$ cat src/rtl/lm70_pkg.sv
// lm70_pkg: shared definitions for the LM70 SPI temperature reader.
//
// Contents:
//   lm70_state_e  - FSM state encoding (IDLE, SETUP, SHIFT, HOLD, GAP)
//   FRAME_BITS    - serial frame length from the sensor
//   RAW_BITS      - width of the 0.25 degC temperature field (frame[15:5])
//   INT_BITS      - width of the whole-degree temperature (frame[15:7])
//   FRAC_BITS     - fractional bits dropped between raw and integer form
//   STATUS_BITS   - pattern the sensor places in frame[4:0]
//   SCK_TOGGLES   - sck transitions in one frame (one rise + one fall per bit)
package lm70_pkg;

  typedef enum logic [2:0] {
    IDLE  = 3'd0,
    SETUP = 3'd1,
    SHIFT = 3'd2,
    HOLD  = 3'd3,
    GAP   = 3'd4
  } lm70_state_e;

  localparam int FRAME_BITS  = 16;
  localparam int RAW_BITS    = 11;
  localparam int INT_BITS    = 9;
  localparam int FRAC_BITS   = 2;
  localparam int SCK_TOGGLES = 2 * FRAME_BITS;

  localparam logic [4:0] STATUS_BITS = 5'b11111;

endpackage

$ cat src/rtl/lm70_sck_gen.sv
// lm70_sck_gen: SCK timebase for the LM70 reader.
//
// A HALF_DIV-cycle tick counter runs while i_en is high. Each tick ends one
// half-period of sck. When i_toggle_en is also high the tick flips sck, and
// o_rise marks the clk edge that drives sck from 0 to 1 (the sample edge).
// Dropping i_en clears the counter and parks sck low.
//
// Parameters:
//   HALF_DIV     sck half-period in clk cycles (>= 1)
// Ports:
//   i_clk        system clock, rising edge
//   i_rst_n      asynchronous active-low reset
//   i_en         run the tick counter (low = clear counter, sck low)
//   i_toggle_en  allow ticks to toggle sck
//   o_sck        serial clock, idles low
//   o_tick       end of the current half-period (combinational)
//   o_rise       this clk edge drives sck 0->1 (combinational)
module lm70_sck_gen
  import lm70_pkg::*;
#(
  parameter int HALF_DIV = 2
) (
  input  logic i_clk,
  input  logic i_rst_n,
  input  logic i_en,
  input  logic i_toggle_en,
  output logic o_sck,
  output logic o_tick,
  output logic o_rise
);

  localparam int CW = (HALF_DIV > 1) ? $clog2(HALF_DIV) : 1;

  logic [CW-1:0] r_cnt;
  logic          r_sck;
  logic          w_tick;

  assign w_tick = i_en && (r_cnt == CW'(HALF_DIV - 1));

  always_ff @(posedge i_clk or negedge i_rst_n) begin
    if (!i_rst_n) begin
      r_cnt <= '0;
      r_sck <= 1'b0;
    end else if (!i_en) begin
      r_cnt <= '0;
      r_sck <= 1'b0;
    end else begin
      r_cnt <= w_tick ? '0 : r_cnt + CW'(1);
      if (w_tick && i_toggle_en) begin
        r_sck <= ~r_sck;
      end
    end
  end

  assign o_sck  = r_sck;
  assign o_tick = w_tick;
  assign o_rise = w_tick && i_toggle_en && !r_sck;

endmodule

$ cat src/rtl/lm70_spi_reader.sv
// lm70_spi_reader: SPI read master for the LM70 temperature sensor.
//
// One accepted start runs a complete 16-bit read: cs_n falls at the accept
// edge, sck stays low for one half-period (SETUP), then toggles 32 times
// (SHIFT, sio sampled on each rising edge, MSB first), stays low for one more
// half-period (HOLD) and cs_n rises together with the temperature update.
// cs_n is therefore low for exactly 34*HALF_DIV cycles. A GAP of GAP_CYCLES
// follows, during which busy stays high and start is ignored.
//
// Optional build macro: LM70_FRAME_CHECK_EN
//   Adds o_frame_err. A frame whose status bits [4:0] are not all ones is
//   flagged and leaves the temperature outputs untouched (temp_valid still
//   pulses). A good frame clears the flag.
//
// Parameters:
//   HALF_DIV      sck half-period in clk cycles (>= 1)
//   GAP_CYCLES    idle cycles after a frame before start is accepted (>= 0)
// Ports:
//   i_clk         system clock, rising edge
//   i_rst_n       asynchronous active-low reset, aborts any frame
//   i_start       request one frame, sampled only in IDLE
//   i_temp_set    unsigned over-temperature setpoint, whole degC
//   i_sio         serial data from the LM70
//   o_cs_n        chip select, active low
//   o_sck         serial clock, idles low
//   o_busy        high from start acceptance until GAP completes
//   o_temp_raw    signed temperature, LSB = 0.25 degC
//   o_temp_int    signed temperature, whole degC
//   o_temp_valid  one-cycle pulse when the temperature outputs update
//   o_over_temp   temp_int >= temp_set, registered at the update edge
//   o_frame_err   (LM70_FRAME_CHECK_EN only) last frame had bad status bits
module lm70_spi_reader
  import lm70_pkg::*;
#(
  parameter int HALF_DIV   = 2,
  parameter int GAP_CYCLES = 16
) (
  input  logic                       i_clk,
  input  logic                       i_rst_n,
  input  logic                       i_start,
  input  logic [7:0]                 i_temp_set,
  input  logic                       i_sio,
  output logic                       o_cs_n,
  output logic                       o_sck,
  output logic                       o_busy,
  output logic signed [RAW_BITS-1:0] o_temp_raw,
  output logic signed [INT_BITS-1:0] o_temp_int,
  output logic                       o_temp_valid,
  output logic                       o_over_temp
`ifdef LM70_FRAME_CHECK_EN
  ,
  output logic                       o_frame_err
`endif
);

  localparam logic [2:0] S_IDLE  = IDLE;
  localparam logic [2:0] S_SETUP = SETUP;
  localparam logic [2:0] S_SHIFT = SHIFT;
  localparam logic [2:0] S_HOLD  = HOLD;
  localparam logic [2:0] S_GAP   = GAP;

  localparam int GW = (GAP_CYCLES > 1) ? $clog2(GAP_CYCLES) : 1;

  // Signed compare against the setpoint zero-extended into the signed domain,
  // so any negative temperature is below every setpoint.
  function automatic logic over_cmp(input logic signed [INT_BITS-1:0] temp,
                                    input logic [7:0]                 set_pt);
    logic signed [INT_BITS-1:0] set_s;
    set_s = $signed({1'b0, set_pt});
    return temp >= set_s;
  endfunction

  logic [2:0]                 r_state;
  logic                       r_cs_n;
  logic                       r_busy;
  logic [4:0]                 r_edge_cnt;
  logic [GW-1:0]              r_gap_cnt;
  logic [FRAME_BITS-1:0]      r_frame;
  logic signed [RAW_BITS-1:0] r_temp_raw;
  logic signed [INT_BITS-1:0] r_temp_int;
  logic                       r_temp_valid;
  logic                       r_over_temp;

  logic                       w_en;
  logic                       w_toggle_en;
  logic                       w_tick;
  logic                       w_rise;
  logic signed [RAW_BITS-1:0] w_new_raw;
  logic signed [INT_BITS-1:0] w_new_int;
  logic                       w_new_over;

`ifdef LM70_FRAME_CHECK_EN
  logic r_frame_err;
  logic w_frame_ok;
  assign w_frame_ok = (r_frame[4:0] == STATUS_BITS);
`else
  logic w_unused_status;
  assign w_unused_status = ^r_frame[4:0];
`endif

  assign w_en        = (r_state == S_SETUP) || (r_state == S_SHIFT) ||
                       (r_state == S_HOLD);
  assign w_toggle_en = (r_state == S_SHIFT);

  lm70_sck_gen #(
    .HALF_DIV (HALF_DIV)
  ) u_sck_gen (
    .i_clk       (i_clk),
    .i_rst_n     (i_rst_n),
    .i_en        (w_en),
    .i_toggle_en (w_toggle_en),
    .o_sck       (o_sck),
    .o_tick      (w_tick),
    .o_rise      (w_rise)
  );

  // Every frame rewrites all 16 bits before it is used, so the shift
  // register needs no reset; an aborted frame is simply never published.
  always_ff @(posedge i_clk) begin
    if (w_rise) begin
      r_frame <= {r_frame[FRAME_BITS-2:0], i_sio};
    end
  end

  assign w_new_raw  = r_frame[FRAME_BITS-1 -: RAW_BITS];
  assign w_new_int  = w_new_raw[RAW_BITS-1:FRAC_BITS];
  assign w_new_over = over_cmp(w_new_int, i_temp_set);

  always_ff @(posedge i_clk or negedge i_rst_n) begin
    if (!i_rst_n) begin
      r_state      <= S_IDLE;
      r_cs_n       <= 1'b1;
      r_busy       <= 1'b0;
      r_edge_cnt   <= '0;
      r_gap_cnt    <= '0;
      r_temp_raw   <= '0;
      r_temp_int   <= '0;
      r_temp_valid <= 1'b0;
      r_over_temp  <= 1'b0;
`ifdef LM70_FRAME_CHECK_EN
      r_frame_err  <= 1'b0;
`endif
    end else begin
      r_temp_valid <= 1'b0;
      case (r_state)
        S_IDLE: begin
          if (i_start) begin
            r_cs_n     <= 1'b0;
            r_busy     <= 1'b1;
            r_edge_cnt <= '0;
            r_state    <= S_SETUP;
          end
        end
        S_SETUP: begin
          if (w_tick) begin
            r_state <= S_SHIFT;
          end
        end
        S_SHIFT: begin
          // The last toggle is the 16th falling edge; sck is back low.
          if (w_tick) begin
            if (r_edge_cnt == 5'(SCK_TOGGLES - 1)) begin
              r_state <= S_HOLD;
            end else begin
              r_edge_cnt <= r_edge_cnt + 5'd1;
            end
          end
        end
        S_HOLD: begin
          if (w_tick) begin
            r_cs_n       <= 1'b1;
            r_temp_valid <= 1'b1;
`ifdef LM70_FRAME_CHECK_EN
            if (w_frame_ok) begin
              r_temp_raw  <= w_new_raw;
              r_temp_int  <= w_new_int;
              r_over_temp <= w_new_over;
              r_frame_err <= 1'b0;
            end else begin
              r_frame_err <= 1'b1;
            end
`else
            r_temp_raw  <= w_new_raw;
            r_temp_int  <= w_new_int;
            r_over_temp <= w_new_over;
`endif
            // With no gap the next start is accepted one edge later.
            if (GAP_CYCLES == 0) begin
              r_busy  <= 1'b0;
              r_state <= S_IDLE;
            end else begin
              r_gap_cnt <= '0;
              r_state   <= S_GAP;
            end
          end
        end
        S_GAP: begin
          if (r_gap_cnt == GW'(GAP_CYCLES - 1)) begin
            r_busy  <= 1'b0;
            r_state <= S_IDLE;
          end else begin
            r_gap_cnt <= r_gap_cnt + GW'(1);
          end
        end
        default: begin
          r_cs_n  <= 1'b1;
          r_busy  <= 1'b0;
          r_state <= S_IDLE;
        end
      endcase
    end
  end

  assign o_cs_n       = r_cs_n;
  assign o_busy       = r_busy;
  assign o_temp_raw   = r_temp_raw;
  assign o_temp_int   = r_temp_int;
  assign o_temp_valid = r_temp_valid;
  assign o_over_temp  = r_over_temp;
`ifdef LM70_FRAME_CHECK_EN
  assign o_frame_err  = r_frame_err;
`endif

endmodule
$ cat config.mk
export PLATFORM = sky130hd
export DESIGN_NAME = lm70_spi_reader
export DESIGN_NICKNAME = d
export VERILOG_FILES = /design/src/rtl/lm70_pkg.sv /design/src/rtl/lm70_sck_gen.sv /design/src/rtl/lm70_spi_reader.sv
export SDC_FILE = /design/constraint.sdc
export NUM_CORES = 1
export LEC_CHECK = 0
export BUFFER_PORTS_ARGS = -buffer_cell sky130_fd_sc_hd__buf_4
export CORE_MARGIN = 2
export CORE_UTILIZATION = 49
export CTS_CLUSTER_DIAMETER = 30
export DETAILED_ROUTE_END_ITERATION = 12
export PLACE_DENSITY = 0.71
export RECOVER_POWER = 50
export SYNTH_ARGS = -nofsm -noshare
export SYNTH_HDL_FRONTEND = slang
export SYNTH_SLANG_ARGS = --single-unit
$ cat constraint.sdc
create_clock -name i_clk -period 1.8 [get_ports i_clk]
set_input_delay 0 -clock i_clk [delete_from_list [all_inputs] [get_ports i_clk]]
set_output_delay 0 -clock i_clk [all_outputs]
set_load 0.05 [all_outputs]
=== Word-level counts from Yosys, hierarchy flattened ===
Index checks and enable logic that the tools add are counted.

* Bits in registers: 54
* Bits in latches: 0
* Bits in writable memories: 0
* ROM bits: 0
* Memories kept: 0

* Add/subtract/negate cells: 3
* Multiply operators: 0
* Divide/modulo/power cells: 0
* Order comparisons: 1
* Equality and inequality tests: 15
* Shift operators: 0
* Multiplexer cells: 26
* Bitwise logic cells: 3
* Reductions and logical operators: 17

{| class="wikitable"
|+ Operator list
! kind !! number
|-
| $mux W3 || 6
|-
| $mux W5 || 3
|-
| $pmux W3 S5 || 1
|-
| $ne A2 B2 Y1 const B || 7
|-
| $mux W1 || 10
|-
| $pmux W5 S2 || 1
|-
| $ge A9 B9 Y1 || 1
|-
| $reduce_and A3 Y1 || 3
|-
| $mux W4 || 2
|-
| $pmux W4 S2 || 1
|-
| $eq A3 B2 Y1 const B || 2
|-
| $pmux W1 S3 || 2
|-
| $reduce_and A6 Y1 || 1
|-
| $reduce_or A3 Y1 || 2
|-
| $add A5 B1 Y5 const B || 1
|-
| $eq A5 B5 Y1 const B || 1
|-
| $add A4 B1 Y4 const B || 1
|-
| $eq A4 B4 Y1 const B || 1
|-
| $ne A2 B1 Y1 const B || 2
|-
| $reduce_and A4 Y1 || 1
|-
| $reduce_bool A2 Y1 || 2
|-
| $eq A3 B1 Y1 const B || 1
|-
| $eq A3 B3 Y1 const B || 1
|-
| $logic_and A1 B1 Y1 || 3
|-
| 6 further kinds || 9
|}

=== Longest topological paths before layout ===
Gate-level depths: netlist of run 1.

* Word-level depth: 7
* Gate-level depth with buffers: 7

=== Cells and area by module ===
A second synthesis of run 1 with hierarchy kept.

* Cell total of the unflattened synthesis: 187
* Area total of the unflattened synthesis: 2085.8 sq um

{| class="wikitable"
|+ By module, submodules not included
! module !! times used !! cells each !! area an instance (sq um) !! seq. area each (sq um)
|-
| lm70_spi_reader || 1 || 179 || 1991.9 || 1157.4
|-
| lm70_sck_gen || 1 || 8 || 93.8 || 50.0
|}

=== Least setup slack after synthesis of run 1 ===
Ideal clock, no wire load.

* Kind: register -> register
* Start: register r_edge_cnt[0]
* End: register r_edge_cnt[3]
* Setup time: 0.077 ns
* Data arrival time: 1.919 ns
* Data required time: 1.723 ns
* Path slack: -0.196 ns
* Stages on the path, launching flop included: 8
* Path buffers: 0
* Cells stage by stage: dfrtp_1 > ha_1 > and3_1 > ha_1 > nand3b_4 > a211o_1 > or3_1 > a21oi_1

* Cells in the longest elaborated chain, start to end: 4
* Elaborated cells on any way between the ends: 7
* Classes of those cells: add/sub: 1; eq/ne: 2; mux: 3; reduce/logical: 1

{| class="wikitable"
|+ RTL lines
! item !! RTL line !! text
|-
| start: declaration || lm70_spi_reader.sv:76 || <nowiki>logic [4:0] r_edge_cnt;</nowiki>
|-
| start signal: assignment || lm70_spi_reader.sv:165 || <nowiki>r_edge_cnt <= r_edge_cnt + 5'd1;</nowiki>
|-
| $add A5 B1 Y5 || lm70_spi_reader.sv:165 ||
|-
| $mux W5 || lm70_spi_reader.sv:162 || <nowiki>if (r_edge_cnt == 5'(SCK_TOGGLES - 1)) begin</nowiki>
|-
| $mux W5 || lm70_spi_reader.sv:161 || <nowiki>if (w_tick) begin</nowiki>
|-
| $pmux W5 S2 || lm70_spi_reader.sv:145 || <nowiki>case (r_state)</nowiki>
|}

Parallel ways exist; a longest one is shown, timed or not. The select of a mux whose other input is x is not followed.
A chain may end at the register's enable or synchronous reset.

=== Worst setup path in the final report of run 1 ===
Same ends and word-level chain as after synthesis.

==> reports/summary.txt, run 1 <==
Max-slew headroom = 49.09%
Share of cells above drive strength 1 = 27.11%
Cell count after synthesis = 182
Worst hold slack across all endpoints = 69.81 ps
Net count of the mapped netlist = 205
Static Leakage = 1.207 nW
Arrival time of data at the critical path endpoint = 2200 ps
H-tree depth reported by CTS = 2
Critical path data required time = 2030 ps
Timing-limited maximum frequency = 509.6 MHz
Post-synth ARST share = 64.44%
Per-cell via count in the routed design = 5.276
Syn-to-layout area delta = 23.01%
Number of nets in the finished design = 247
Fraction of the yosys area taken by sequential cells = 59.20%
Final Hold Violating Endpoints = 0
Via count of the first global-routing pass = 1400
Placed cell areas = 2345 sq um
Setup repair after global routing missed its margin = true
Port-buffer cells = 36
Width of the die = 68.52 microns
Number of failing setup endpoints in the final timing report = 5
Worst-case clock buffer depth = 2
Final non-filler cell area = 2509 sq um
Detailed-placement wirelength estimate = 2694 microns
Setup Crit Path Kind = reg -> reg
Wire length of the first global-routing pass = 6230 microns
Average cell area after synthesis = 11.21 sq um
Total of warnings raised by yosys = 0
Count of state elements after synthesis = 45
Most used DFF post-synth = sky130_fd_sc_hd__dfrtp_1
Peak ir drop on the vdd network = 717.4 uV
Critical path destination = r_edge_cnt[3]
Number of DRC violations after detailed routing = 0
Antenna Nets Post-Route = 0
WL final = 4085 microns
Starting DRC count in detailed routing = 114
Transition time at the pin with the least slew margin = 763.7 ps
Placer Congestion = 0.7531
Length in cells of the worst reg-to-reg path = 7
Min setup slack post-route = -162.2 ps
Most frequent cells in the layout = 37 x sky130_fd_sc_hd__nand2_1, 35 x sky130_fd_sc_hd__buf_4, 28 x sky130_fd_sc_hd__dfrtp_1
Maximum number of pins on one net before global-route repair = 30
Run status = finished with violations
Final clock skew = 13.40 ps
Violated checks = setup timing
Count of maximum capacitance violations = 0
Core area = 4000 sq um
Worst Setup SP = r_edge_cnt[0]
Clock latency on the worst-skew pair = 300 ps
Biggest fanout along the worst timing path = 5
Sink Count = 45
Pwr/cell area = 1790 nW/um^2
GR Util All Layers = 18.78%
Number of flops mapped to enable cells by yosys = 16
Hold WC Path Type = in -> reg
First drt pass iteration count = 5
Post-synthesis cell area = 2039 sq um
Overflow left after global routing = 0
Antenna diode instance count = 0
CP Launch Type = flop
Total via count in the routed design = 1451
Final number of max-transition violations = 0
Number of distinct library cells after synthesis = 36
WL/cell = 14.85 microns
CP endpoint kind = flop
Std cell rows = 23
I/O pin count = 37
Most common cell after layout, fill and taps aside = sky130_fd_sc_hd__nand2_1
Fraction of the cycle the final worst path needs = 109.0%
Final period demand of the worst path = 1962 ps
Clock input transition at the sequential cells of the worst setup and hold paths = 90 ps
Reg2reg end = r_edge_cnt[3]
Starting utilization of the core area = 50.99%
Total clock buffers created by CTS = 5
Vertical extent of the die = 68.52 microns
R2R Path Start = r_edge_cnt[0]
Clk Tree Root Cell = sky130_fd_sc_hd__clkbuf_8
Initial antenna violation count = 0
Die area = 4694 sq um
Setup slack of the most critical reg-to-reg path = -160 ps
Clock tree from TritonCTS = built
[stage by stage]
step	power (W)	utilization (%)	setup WS (ps)	TNS, ps	instances
finish	0.004491	62.71	-162.2	-588.6	275
global route	0.004778	62.71	-224.8	-867.0	275
CTS	0.004543	62.68	-127.2	-570.5	274
detailed placement	0.003840	58.62	-132.3	-493.0	262
global placement	0.003769	58.62	-48.62	-127.0	262
floorplan	0.003295	-	-61.89	-61.89	182
[area by class of cell]
cell class | count | area [sq um]
multi-input combinational | 112 | 765.7
clock inverter | 3 | 22.52
sequential | 45 | 1207
clock buffer | 5 | 68.82
tap | 50 | 62.56
inverter | 10 | 37.54
timing repair buffer | 50 | 344.1
fill | 333 | 1491
[state kept, by name, summed over array words and instances, names as in the netlist]
signal,cells
o_busy,1
o_cs_n,1
o_over_temp,1
o_temp_raw,11
o_temp_valid,1
r_edge_cnt,5
r_frame,16
r_gap_cnt,4
r_state,3
u_sck_gen.o_sck,1
u_sck_gen.r_cnt,1
[worst max-delay path, cell delays in order, from the launching register on]
cell and delay, ps:
sky130_fd_sc_hd__dfrtp_1 380, sky130_fd_sc_hd__ha_2 200, sky130_fd_sc_hd__and3_4 190, sky130_fd_sc_hd__ha_4 150, sky130_fd_sc_hd__nand3b_4 140, sky130_fd_sc_hd__a211o_4 360, sky130_fd_sc_hd__or3_4 340, sky130_fd_sc_hd__a21oi_2 130
[cells by family after synthesis]
group | Yosys count | synth area share [%]
and+or+nand+nor | 74 | 17.67
DFF | 45 | 59.20
buffers and inverters | 25 | 6.871
AOI/OAI and AO/OA | 22 | 7.179
adders and majority gates | 11 | 6.748
xor gates and xnor gates | 3 | 1.289
muxes | 2 | 1.043
[routing by layer]
| metal | up-vias | global-route usage, % | routed length, microns |
|---|---|---|---|
| li1 | 699 | - | - |
| met5 | - | 0 | 0 |
| met1 | 708 | 23.37 | 1800 |
| met2 | 38 | 29.93 | 2060 |
| met4 | 0 | 7.750 | 55 |
| met3 | 6 | 6.331 | 169 |
[where the power goes]
part,switching [W],internal (W)
logic,0.00149,0.000695
clock network,0.000356,0.000276
registers,0.000285,0.00139
[worst min-delay path by stage]
| stage | end | slack, ps | startpoint | cells past startpoint |
|---|---|---|---|---|
| after global placement | r_state[1] | -50 | i_rst_n | 1 |
| after floorplan | o_busy | -300 | i_rst_n | 0 |
| final | r_state[0] | 70 | i_start | 4 |
| after detailed placement | o_busy | -50 | i_rst_n | 1 |
| after global routing | r_state[0] | 80 | i_start | 4 |
| after CTS | r_state[0] | 50 | i_start | 4 |
[Yosys cell counts, drive strengths merged, types with 2 or more instances]
master / n / area share, %
a21oi: 8 / 2.0
a22o: 2 / 0.98
and3: 3 / 0.92
buf: 12 / 4.5
clkbuf: 3 / 0.55
dfrtp: 28 / 34
edfxtp: 16 / 24
ha: 11 / 6.7
inv: 10 / 1.8
nand2: 37 / 6.8
nand2b: 5 / 1.7
nand3: 7 / 1.7
nand4: 2 / 0.61
nor2: 10 / 1.8
nor3: 3 / 0.74
nor3b: 2 / 0.74
o21ai: 4 / 0.98
or3: 2 / 0.61
xor2: 3 / 1.3
[repair_timing]
action                                 in CTS  in global routing
setup buffers                               2                  1
gates cloned                                0                  0
pin swaps                                   3                  2
gates resized for setup                     6                  5
endpoints found under the hold margin      30                  0
hold buffers                                2                  0
setup endpoints to repair                   4                  5
Note: power is estimated with default switching activity, not from simulation.
==> run 2, diff against run 1 <==
--- a/config.mk
+++ b/config.mk
@@ -5,7 +5,7 @@
 export SDC_FILE = /design/constraint.sdc
 export NUM_CORES = 1
 export LEC_CHECK = 0
-export BUFFER_PORTS_ARGS = -buffer_cell sky130_fd_sc_hd__buf_4
+export BUFFER_PORTS_ARGS = -buffer_cell sky130_fd_sc_hd__buf_2
 export CORE_MARGIN = 2
 export CORE_UTILIZATION = 49
 export CTS_CLUSTER_DIAMETER = 30
@@ -14,4 +14,5 @@
 export RECOVER_POWER = 50
 export SYNTH_ARGS = -nofsm -noshare
 export SYNTH_HDL_FRONTEND = slang
+export SYNTH_HIERARCHICAL = 1
 export SYNTH_SLANG_ARGS = --single-unit
==> reports/summary.txt, run 2 <==
Via count of the first global-routing pass = 1409 (was 1400)
Final number of max-transition violations = 0 (unchanged)
Final clock skew = 12.75 ps (was 13.40 ps)
Most frequent cells in the layout = 38 x sky130_fd_sc_hd__nand2_1, 28 x sky130_fd_sc_hd__dfrtp_1, 25 x sky130_fd_sc_hd__buf_2 (was 37 x sky130_fd_sc_hd__nand2_1, 35 x sky130_fd_sc_hd__buf_4, 28 x sky130_fd_sc_hd__dfrtp_1)
Biggest fanout along the worst timing path = 4 (was 5)
Min setup slack post-route = 33.02 ps (was -162.2 ps)
Clock latency on the worst-skew pair = 300 ps (about the same)
Number of flops mapped to enable cells by yosys = 16 (unchanged)
Multiplexer area fraction after synthesis = 0% (was 1.043%)
Timing-limited maximum frequency = 565.9 MHz (was 509.6 MHz)
Post-Synth XOR/XNOR Area = 1.260% (was 1.288%)
Maximum number of pins on one net before global-route repair = 30 (unchanged)
Pwr/cell area = 1794 nW/um^2 (was 1790 nW/um^2)
Hold WC Path Type = in -> reg (unchanged)
Arrival time of data at the critical path endpoint = 1960 ps (was 2200 ps)
Overflow left after global routing = 0 (unchanged)
Number of DRC violations after detailed routing = 0 (unchanged)
Placement-stage worst setup slack = 6.150 ps (was -132.3 ps)
Initial antenna violation count = 0 (unchanged)
Total via count in the routed design = 1444 (was 1451)
Count of maximum capacitance violations = 0 (unchanged)
Most used DFF post-synth = sky130_fd_sc_hd__dfrtp_1 (unchanged)
Most common cell after layout, fill and taps aside = sky130_fd_sc_hd__nand2_1 (unchanged)
Adder-cell area share of the yosys netlist = 6.599% (was 6.748%)
Detailed-placement wirelength estimate = 2603 microns (was 2694 microns)
Number of nets in the finished design = 255 (was 247)
Per-cell via count in the routed design = 5.102 (was 5.276)
Top cell type's share of synthesized area = 33.59% (was 34.36%)
Most frequent cell after synthesis = sky130_fd_sc_hd__nand2_1 (unchanged)
Setup repair after global routing missed its margin = true (unchanged)
CP endpoint kind = flop (unchanged)
Peak ir drop on the vdd network = 1230 uV (was 717.4 uV)
Share of cells above drive strength 1 = 26.61% (was 27.11%)
Total of warnings raised by yosys = 6 (was 0)
WL/cell = 13.46 microns (was 14.85 microns)
GR Util All Layers = 17.10% (was 18.78%)
H-tree depth reported by CTS = 2 (unchanged)
Share of synthesized cell area in and, or, nand and nor gates = 18.18% (was 17.67%)
Antenna diode instance count = 0 (unchanged)
Syn-to-layout area delta = 20.04% (was 23.01%)
First drt pass iteration count = 4 (was 5)
Clock tree from TritonCTS = built (unchanged)
Fraction of the cycle the final worst path needs = 98.17% (was 109.0%)
Number of distinct library cells after synthesis = 43 (was 36)
Max-slew headroom = 49.33% (was 49.09%)
Average cell area after synthesis = 11.15 sq um (was 11.21 sq um)
Width of the die = 69.24 microns (was 68.52 microns)
Port-buffer cells = 36 (unchanged)
Net count of the mapped netlist = 210 (was 205)
Post-synthesis cell area = 2086 sq um (was 2039 sq um)
WL final = 3809 microns (was 4085 microns)
Cell types with the highest counts after synthesis = 38 x sky130_fd_sc_hd__nand2_1, 28 x sky130_fd_sc_hd__dfrtp_1, 16 x sky130_fd_sc_hd__edfxtp_1 (was 37 x sky130_fd_sc_hd__nand2_1, 28 x sky130_fd_sc_hd__dfrtp_1, 16 x sky130_fd_sc_hd__edfxtp_1)
Post-route non-filler standard cell count = 283 (was 275)
Static Leakage = 1.211 nW (was 1.207 nW)
Compound-gate portion of the synthesized area = 8.638% (was 7.178%)
Final Hold Violating Endpoints = 0 (unchanged)
Starting utilization of the core area = 51.40% (was 50.99%)
Max reg flops = 16 (unchanged)
Combinational family with the most area after synthesis = simple AND/OR/NAND/NOR gates (unchanged)
Overall power after layout = 0.004493 W (was 0.004491 W)
Run status = finished, final reports clean (was finished with violations)
Sink Count = 45 (unchanged)
Cell count after synthesis = 187 (was 182)
Worst-case clock buffer depth = 2 (unchanged)
Fraction of the yosys area taken by sequential cells = 57.89% (was 59.20%)
Count of state elements after synthesis = 45 (unchanged)
I/O pin count = 37 (unchanged)
Post-synth ARST share = 64.44% (unchanged)
Top cell type by total area after synthesis = sky130_fd_sc_hd__dfrtp_1 (unchanged)
Number of fill cells in the layout = 328 (was 333)
Largest cells by area after synthesis = sky130_fd_sc_hd__dfrtp_1 34%, sky130_fd_sc_hd__edfxtp_1 23%, sky130_fd_sc_hd__nand2_1 6.8%, sky130_fd_sc_hd__ha_1 6.6%, sky130_fd_sc_hd__buf_4 3.6% (was sky130_fd_sc_hd__dfrtp_1 34%, sky130_fd_sc_hd__edfxtp_1 24%, sky130_fd_sc_hd__nand2_1 6.8%, sky130_fd_sc_hd__ha_1 6.7%, sky130_fd_sc_hd__buf_4 3.7%)
Starting DRC count in detailed routing = 91 (was 114)
Clk Tree Root Cell = sky130_fd_sc_hd__clkbuf_8 (unchanged)
Critical path data required time = 1990 ps (was 2030 ps)
CP Launch Type = flop (unchanged)
Setup Crit Path Kind = reg -> reg (unchanged)
Transition time at the pin with the least slew margin = 760.1 ps (was 763.7 ps)
Wire length of the first global-routing pass = 6458 microns (was 6230 microns)
Vertical extent of the die = 69.24 microns (was 68.52 microns)
Die area = 4794 sq um (was 4694 sq um)
Final period demand of the worst path = 1767 ps (was 1962 ps)
Worst hold slack across all endpoints = 37.95 ps (was 69.81 ps)
Total clock buffers created by CTS = 5 (unchanged)
Clock input transition at the sequential cells of the worst setup and hold paths = 90 ps (about the same)
Largest reg by FF count = r_frame (unchanged)
Core area = 4058 sq um (was 4000 sq um)
Placer Congestion = 0.7630 (was 0.7531)
Std cell rows = 23 (unchanged)
Cell count after placement = 271 (was 262)
Antenna Nets Post-Route = 0 (unchanged)
Number of failing setup endpoints in the final timing report = 0 (was 5)
-- run 2: stage by stage --
| step | instance area, sq um | TNS [ps] | utilization, % |
|---|---|---|---|
| 6_report | 2504 | 0 | 61.70 |
| 5_1_grt | 2504 | -70.84 | 61.70 |
| 4_1_cts | 2470 | 0 | 60.87 |
| 3_5_place_dp | 2331 | 0 | 57.45 |
| 3_3_place_gp | 2331 | 0 | 57.45 |
| 2_1_floorplan | 2096 | 0 | - |
-- run 2: layout make-up --
class                   instances  area (sq um)  area share, %
clock buffers                   5         68.82          2.749
well taps                      50         62.56          2.499
inverters                      10         40.04          1.599
clock inverters                 3         48.80          1.949
flip-flops and latches         45          1207          48.23
multi-input cells             117         763.2          30.48
repair buffers                 53         312.8          12.49
-- run 2: per-layer routing --
layer / track usage [%] / vias up / part of all wire (%)
met5: 0 / - / 0
li1: - / 731 / -
met3: 4.942 / 4 / 3.1
met2: 26.82 / 25 / 47
met4: 5.882 / 0 / 0.87
met1: 22.87 / 684 / 49
-- run 2: worst paths after layout --
| kind | from | cells past startpoint | endpoint | slack (ps) |
|---|---|---|---|---|
| min | i_start | 3 | o_busy | 40 |
| min in group asynchronous | i_rst_n | 2 | r_edge_cnt[2] | 300 |
| max reg2reg | r_edge_cnt[0] | 7 | r_edge_cnt[3] | 30 |
| max in group asynchronous | i_rst_n | 2 | r_state[1] | 1010 |
| min reg2reg | r_frame[3] | 0 | r_frame[4] | 430 |
| max | r_edge_cnt[0] | 7 | r_edge_cnt[3] | 30 |
-- run 2: worst max-delay path, cell delays in order (launching register included) --
cell and delay (ps):
sky130_fd_sc_hd__dfrtp_1 410, sky130_fd_sc_hd__ha_4 170, sky130_fd_sc_hd__and3_4 180, sky130_fd_sc_hd__ha_4 150, sky130_fd_sc_hd__and3b_2 260, sky130_fd_sc_hd__and4_4 220
sky130_fd_sc_hd__o21ai_2 50, sky130_fd_sc_hd__a22o_1 210
-- run 2: cells by family (layout without fill, tap and decap cells) --
group	after synthesis	after routing
xor+xnor	3	3
simple gates	76	76
compound gates	27	27
fa+ha+maj	11	11
flops	45	45
buf+inv	25	71
-- run 2: power by group --
part / total (W) / leakage [nW] / internal [W] / switching, W
registers: 0.00155 / 0.517 / 0.00137 / 0.000185
clock network: 0.000783 / 0.0563 / 0.000423 / 0.000360
logic: 0.00216 / 0.638 / 0.000598 / 0.00156
-- run 2: what timing repair did --
action,CTS,global route
pin swaps,0,1
hold buffers,2,0
setup buffers,0,2
resized for setup,1,5
endpoints found under the setup margin,1,13
endpoints found under the hold margin,29,0
